[config.mk]
export PLATFORM = sky130hd
export DESIGN_NAME = font_rom_arbiter
export DESIGN_NICKNAME = d
export VERILOG_FILES = /design/src/rtl/font_arb_pkg.sv /design/src/rtl/font_rom_arbiter_rr_picker.sv /design/src/rtl/font_rom_arbiter.sv
export SDC_FILE = /design/constraint.sdc
export NUM_CORES = 1
export LEC_CHECK = 0
export ABC_AREA = 1
export CORE_UTILIZATION = 45
export DETAILED_ROUTE_END_ITERATION = 8
export PLACE_DENSITY_LB_ADDON = 0.05
export SYNTH_ARGS = -nofsm -noshare
export SYNTH_HDL_FRONTEND = slang
export SYNTH_SLANG_ARGS = --single-unit
[constraint.sdc]
create_clock -name clk -period 3.3 [get_ports clk]
set_input_delay 0.66 -clock clk [delete_from_list [all_inputs] [get_ports clk]]
set_output_delay 0.66 -clock clk [all_outputs]
set_load 0.02 [all_outputs]
[src/rtl/font_arb_pkg.sv]
// Shared constants and types for the font ROM arbiter.
// The FONT_ARB_FIXED_PRIO_EN build changes arbitration only.
package font_arb_pkg;

    localparam int FONT_ADDR_W = 11;
    localparam int FONT_DATA_W = 8;
    localparam int ROM_LAT     = 1;
    localparam int ARB_LAT     = 3;

    // Wide enough to index up to 8 requesters
    typedef logic [2:0] req_idx_t;

endpackage

[src/rtl/font_rom_arbiter_rr_picker.sv]
// Combinational round-robin picker: first set request at or after ptr,
// wrapping past the top back to index 0.
module rr_picker
    import font_arb_pkg::*;
#(
    parameter int N = 4
) (
    input  logic [N-1:0] req,
    input  req_idx_t     ptr,
    output logic [N-1:0] onehot,
    output req_idx_t     idx,
    output logic         any
);

    int j;

    always_comb begin
        onehot = '0;
        idx    = '0;
        any    = 1'b0;
        j      = 0;
        for (int k = 0; k < N; k++) begin
            j = int'(ptr) + k;
            if (j >= N) begin
                j = j - N;
            end
            if (!any && req[j]) begin
                any       = 1'b1;
                idx       = req_idx_t'(j);
                onehot[j] = 1'b1;
            end
        end
    end

endmodule

[src/rtl/font_rom_arbiter.sv]
// Shares one synchronous font ROM among N_REQ text generators with a
// fixed 3-cycle tagged return. Build option: FONT_ARB_FIXED_PRIO_EN.
module font_rom_arbiter
    import font_arb_pkg::*;
#(
    parameter int N_REQ  = 4,
    parameter int ADDR_W = FONT_ADDR_W,
    parameter int DATA_W = FONT_DATA_W
) (
    input  logic                    clk,
    input  logic                    reset,
    input  logic [N_REQ-1:0]        req,
    input  logic [N_REQ*ADDR_W-1:0] req_addr,
    output logic [N_REQ-1:0]        gnt,
    output logic [ADDR_W-1:0]       rom_addr,
    input  logic [DATA_W-1:0]       rom_data,
    output logic [DATA_W-1:0]       rdata,
    output logic [N_REQ-1:0]        rvalid
);

    req_idx_t         ptr;
    req_idx_t         ptr_nxt;
    req_idx_t         pick_idx;
    req_idx_t         win;
    req_idx_t         tag1;
    req_idx_t         tag2;
    logic [N_REQ-1:0] pick_req;
    logic [N_REQ-1:0] pick_oh;
    logic [N_REQ-1:0] win_oh;
    logic [N_REQ-1:0] rv_nxt;
    logic             pick_any;
    logic             any;
    logic             upd;
    logic             v1;
    logic             v2;

`ifdef FONT_ARB_FIXED_PRIO_EN
    // Requester 0 preempts; the rest rotate over 1..N_REQ-1
    localparam req_idx_t PTR_MIN = req_idx_t'(1);
    assign pick_req = req & ~{{(N_REQ-1){1'b0}}, 1'b1};
`else
    localparam req_idx_t PTR_MIN = req_idx_t'(0);
    assign pick_req = req;
`endif

    rr_picker #(
        .N(N_REQ)
    ) u_pick (
        .req   (pick_req),
        .ptr   (ptr),
        .onehot(pick_oh),
        .idx   (pick_idx),
        .any   (pick_any)
    );

    always_comb begin
        win    = pick_idx;
        win_oh = pick_oh;
        any    = pick_any;
        upd    = pick_any;
`ifdef FONT_ARB_FIXED_PRIO_EN
        if (req[0]) begin
            win       = '0;
            win_oh    = '0;
            win_oh[0] = 1'b1;
            any       = 1'b1;
            upd       = 1'b0;
        end
`endif
    end

    assign gnt = reset ? '0 : win_oh;

    always_comb begin
        ptr_nxt = win + req_idx_t'(1);
        if (int'(win) == N_REQ - 1) begin
            ptr_nxt = PTR_MIN;
        end
    end

    always_comb begin
        rv_nxt = '0;
        if (v2) begin
            rv_nxt[tag2] = 1'b1;
        end
    end

    always_ff @(posedge clk or posedge reset) begin
        if (reset) begin
            ptr      <= PTR_MIN;
            rom_addr <= '0;
            tag1     <= '0;
            tag2     <= '0;
            v1       <= 1'b0;
            v2       <= 1'b0;
            rdata    <= '0;
            rvalid   <= '0;
        end else begin
            v1 <= any;
            if (any) begin
                rom_addr <= req_addr[int'(win)*ADDR_W +: ADDR_W];
                tag1     <= win;
            end
            if (upd) begin
                ptr <= ptr_nxt;
            end
            tag2 <= tag1;
            v2   <= v1;
            // rdata only moves for a live entry
            if (v2) begin
                rdata <= rom_data;
            end
            rvalid <= rv_nxt;
        end
    end

endmodule

==> summary.md <==
| Metric | Value |
|---|---|
| Run status | `finished clean` |
| Gp weighted congestion | `0.7956` |
| First drt pass iteration count | `4` |
| Leak pwr | `1.678 nW` |
| Total CTS buffers | `5` |
| Area Overhead vs Synth | `47.96%` |
| Final Cell Area | `around 3400 sq um` |
| FF+latch count, synth | `34` |
| Post-synth EDFFs | `0` |
| Core Rows | `25` |
| Met1 Resource Use GR | `0.3025` |
| Netlist Area Pre-Place | `roughly 2300 sq um` |
| Clock sinks | `34` |
| Placed cells | `470` |
| Initial antenna violation count | `0` |
| DRT iter0 DRCs | `136` |
| Period utilization | `0.9229` |
| Max Root-Sink Buffers | `2` |
| Die Span X | `approximately 74 um` |
| Antenna cells | `0` |
| CP Class | `in2out` |
| Final non-filler cell total | `478` |
| Slew margin rel. | `0.7170` |
| Hold-fix buffers, CTS | `0` |
| Post-synthesis sequential area ratio | `0.3694` |
| First-pass GRT wire length | `9.825 mm` |
| TritonCTS clock tree | `done` |
| Initial core utilization | `0.4782` |
| Post-synthesis cell count | `314` |
| Setup crit end kind | `output port` |
| Post-synthesis async set-or-reset flop share | `1.000` |
| Clk slew on worst S/H paths | `roughly 70 ps` |
| CTS root buf | `clkbuf_8` |
| Mean Syn Cell Area | `7.336 sq um` |
| Worst VDD drop | `0.7106 mV` |
| GR peak layer | `met2` |
| Total wire length | `5.911 mm` |
| Cell Area, Placed | `3286 sq um` |
| Setup Viol. Count Final | `0` |
| Critical Path Max Stage Delay | `approximately 440 ps` |
| Routing usage on met3 | `0.04527` |
| Crit-path max FO | `4` |
| Worst hold path type | `reg2reg` |
| Global-route usage over all layers | `0.2322` |
| Vias in the first global route | `2204` |
| FILL cells | `448` |
| Pins Over Slew Limit | `0` |
| DRC viols | `0` |
| Wire per inst | `12.37 um` |
| Ratio of cells with drive above 1 in the final layout | `0.1363` |
| Place WS | `-195.4 ps` |
| Ys flop type | `dfrtp_1` |
| Final Hold Fails | `0` |
| Vias/cell | `4.998` |
| CP Buf/Inv Count | `4` |
| Least-Margin Pin Slew | `around 420 ps` |
| Synth Warn # | `0` |
| Crit path top cell by count | `nand2_1` |
| Largest net degree at the start of global routing | `35` |
| Post-CTS Setup Inserts | `0` |
| H-tree depth | `2` |
| RSZ-0062 raised after global routing | `false` |
| Power per Cell Area | `1216 nW/um^2` |
| Clock Latency Late Sink | `around 280 ps` |
| Die height | `73.55 um` |
| Post-synthesis cell type count | `29` |
| Clock Skews | `5.108 ps` |
| Grt total ovfl | `0` |
| Top Ports | `85` |
| Final nets | `roughly 480` |
| Core Area | `4817 sq um` |
| DP HPWL | `4.377 mm` |
| PortBufs | `84` |
| Minimum clock period | `approximately 3000 ps` |
| WP data arrival | `2390 ps` |
| Syn Nets | `385` |
| Final worst setup slack | `~250 ps` |
| Setup TNS | `0 ps` |
| GR met2 Demand/Resource | `0.4016` |
| MaxCap Viol Count | `0` |
| FMAX | `328.4 MHz` |
| Remaining antenna violation count | `0` |
| Critical-path top delay cell | `clkdlybuf4s50_1` |
| CP top delay family | `buffers and inverters` |
| Worst Path Required | `2640 ps` |
| Detailed-route via count | `around 2400` |
| Die area | `5409 sq um` |
| CP Launch Type | `input pin` |
| CP Cell Sequence | `clkdlybuf4s50_1 > inv_1 > nand2_1 > nand3_2 > nand2_4 > nor2_4 > nand2_1 > nor2_1 > inv_1 > nor2_2 > nand2_1 > a21oi_1 > clkbuf_2` |
## cell usage in the layout (no fill, tap or decap), drive strengths merged
cell type      instances
clkinv                 2
dfrtp                 34
nand3                 45
inv                   26
buf                   21
nand2                119
nor2                  10
a31oi                  2
a22oi                  1
nand4                 23
o21ai                  7
a21oi                  6
nor4                   4
clkdlybuf4s50         80
o22ai                  3
clkbuf                 9
or2                    1
a31o                   1
bufinv                 2
xor2                   2
ha                    13
## cell usage after synthesis, drive strengths merged, types with 2 or more instances
cell type | count | area [sq um]
nor2 | 10 | 45.04
o21ai | 7 | 35.03
nor4 | 4 | 25.02
nand4 | 23 | 143.9
dfrtp | 34 | 850.8
inv | 26 | 102.6
buf | 13 | 88.83
clkbuf | 3 | 11.26
nand2 | 119 | 484.2
a21oi | 6 | 33.78
ha | 13 | 162.7
nand3 | 45 | 245.2
a31oi | 2 | 12.51
xor2 | 2 | 17.52
o22ai | 3 | 18.77
## metrics by stage
stage | hold slack (ps) | power, W | utilization
global placement | 333.0 | 0.003643 | 0.6821
CTS | 350.2 | 0.004179 | 0.7101
floorplan | 331.2 | 0.002769 | -
finish | 350.0 | 0.004145 | 0.7075
detailed placement | 338.1 | 0.003723 | 0.6821
global route | 351.3 | 0.004539 | 0.7075
## final cells by class
cell class | count | area [sq um] | share of cell area
multi-input cells | 237 | 1251 | 0.3671
repair buffers | 105 | 978.4 | 0.2871
flip-flops and latches | 34 | 850.8 | 0.2496
inverters | 27 | 106.4 | 0.03120
well taps | 67 | 83.83 | 0.02460
clock buffers | 5 | 68.82 | 0.02019
clock inverters | 3 | 68.82 | 0.02019
## sequential cells by signal, indices dropped and copies added (netlist names)
register / count
rom_addr: 11
rdata: 8
rvalid: 4
ptr: 3
tag1: 3
tag2: 3
v1: 1
v2: 1
## worst reg2reg max path: cells and delay by family, from the launching register on
family	cells	cell delay (ps)
DFF	1	420
buffers and inverters	7	1050
adders and majority gates	1	320
and+or+nand+nor	7	600
## timing repair
item,CTS,global route
endpoints found under the setup margin,4,4
cloned,0,0
gates resized for setup,5,9
## path summary, 6_finish.rpt
kind	startpoint	endpoint	slack, ps	depth (start not counted)
setup / recovery	req[3]	gnt[0]	250	13
hold / removal	v1$_DFF_PP0_	v2$_DFF_PP0_	350	0
setup reg to reg	ptr[0]$_DFFE_PP0P_	rom_addr[4]$_DFFE_PP0P_	870	15
hold reg to reg	v1$_DFF_PP0_	v2$_DFF_PP0_	350	0
max in group asynchronous	reset	ptr[1]$_DFFE_PP0P_	2090	3
min in group asynchronous	reset	rvalid[3]$_DFF_PP0_	910	3
## logic make-up (layout without fill, tap and decap cells)
| kind of cell | Yosys count | in the layout | share of synthesized area |
|---|---|---|---|
| AND/OR/NAND/NOR | 202 | 202 | 0.4123 |
| AO/OA/AOI/OAI | 20 | 20 | 0.05052 |
| buffers and inverters | 43 | 140 | 0.08962 |
| XOR/XNOR | 2 | 2 | 0.007606 |
| adder cells (fa/ha/maj) | 13 | 13 | 0.07062 |
| flip-flops | 34 | 34 | 0.3694 |
## report_power, final
part	switching (W)	internal (W)	total (W)
Sequential	0.000113	0.000641	0.000753
Combinational	0.00176	0.00118	0.00294
Clock	0.000153	0.000303	0.000456
Total	0.00202	0.00212	0.00414
## per-layer routing
| metal | wire length, um | part of all wire |
|---|---|---|
| met2 | 2940 | 0.50 |
| met1 | 2629 | 0.44 |
| met3 | 315 | 0.053 |
| met4 | 25 | 0.0042 |
| met5 | 0 | 0 |
Power figures use the tool's default switching activity.
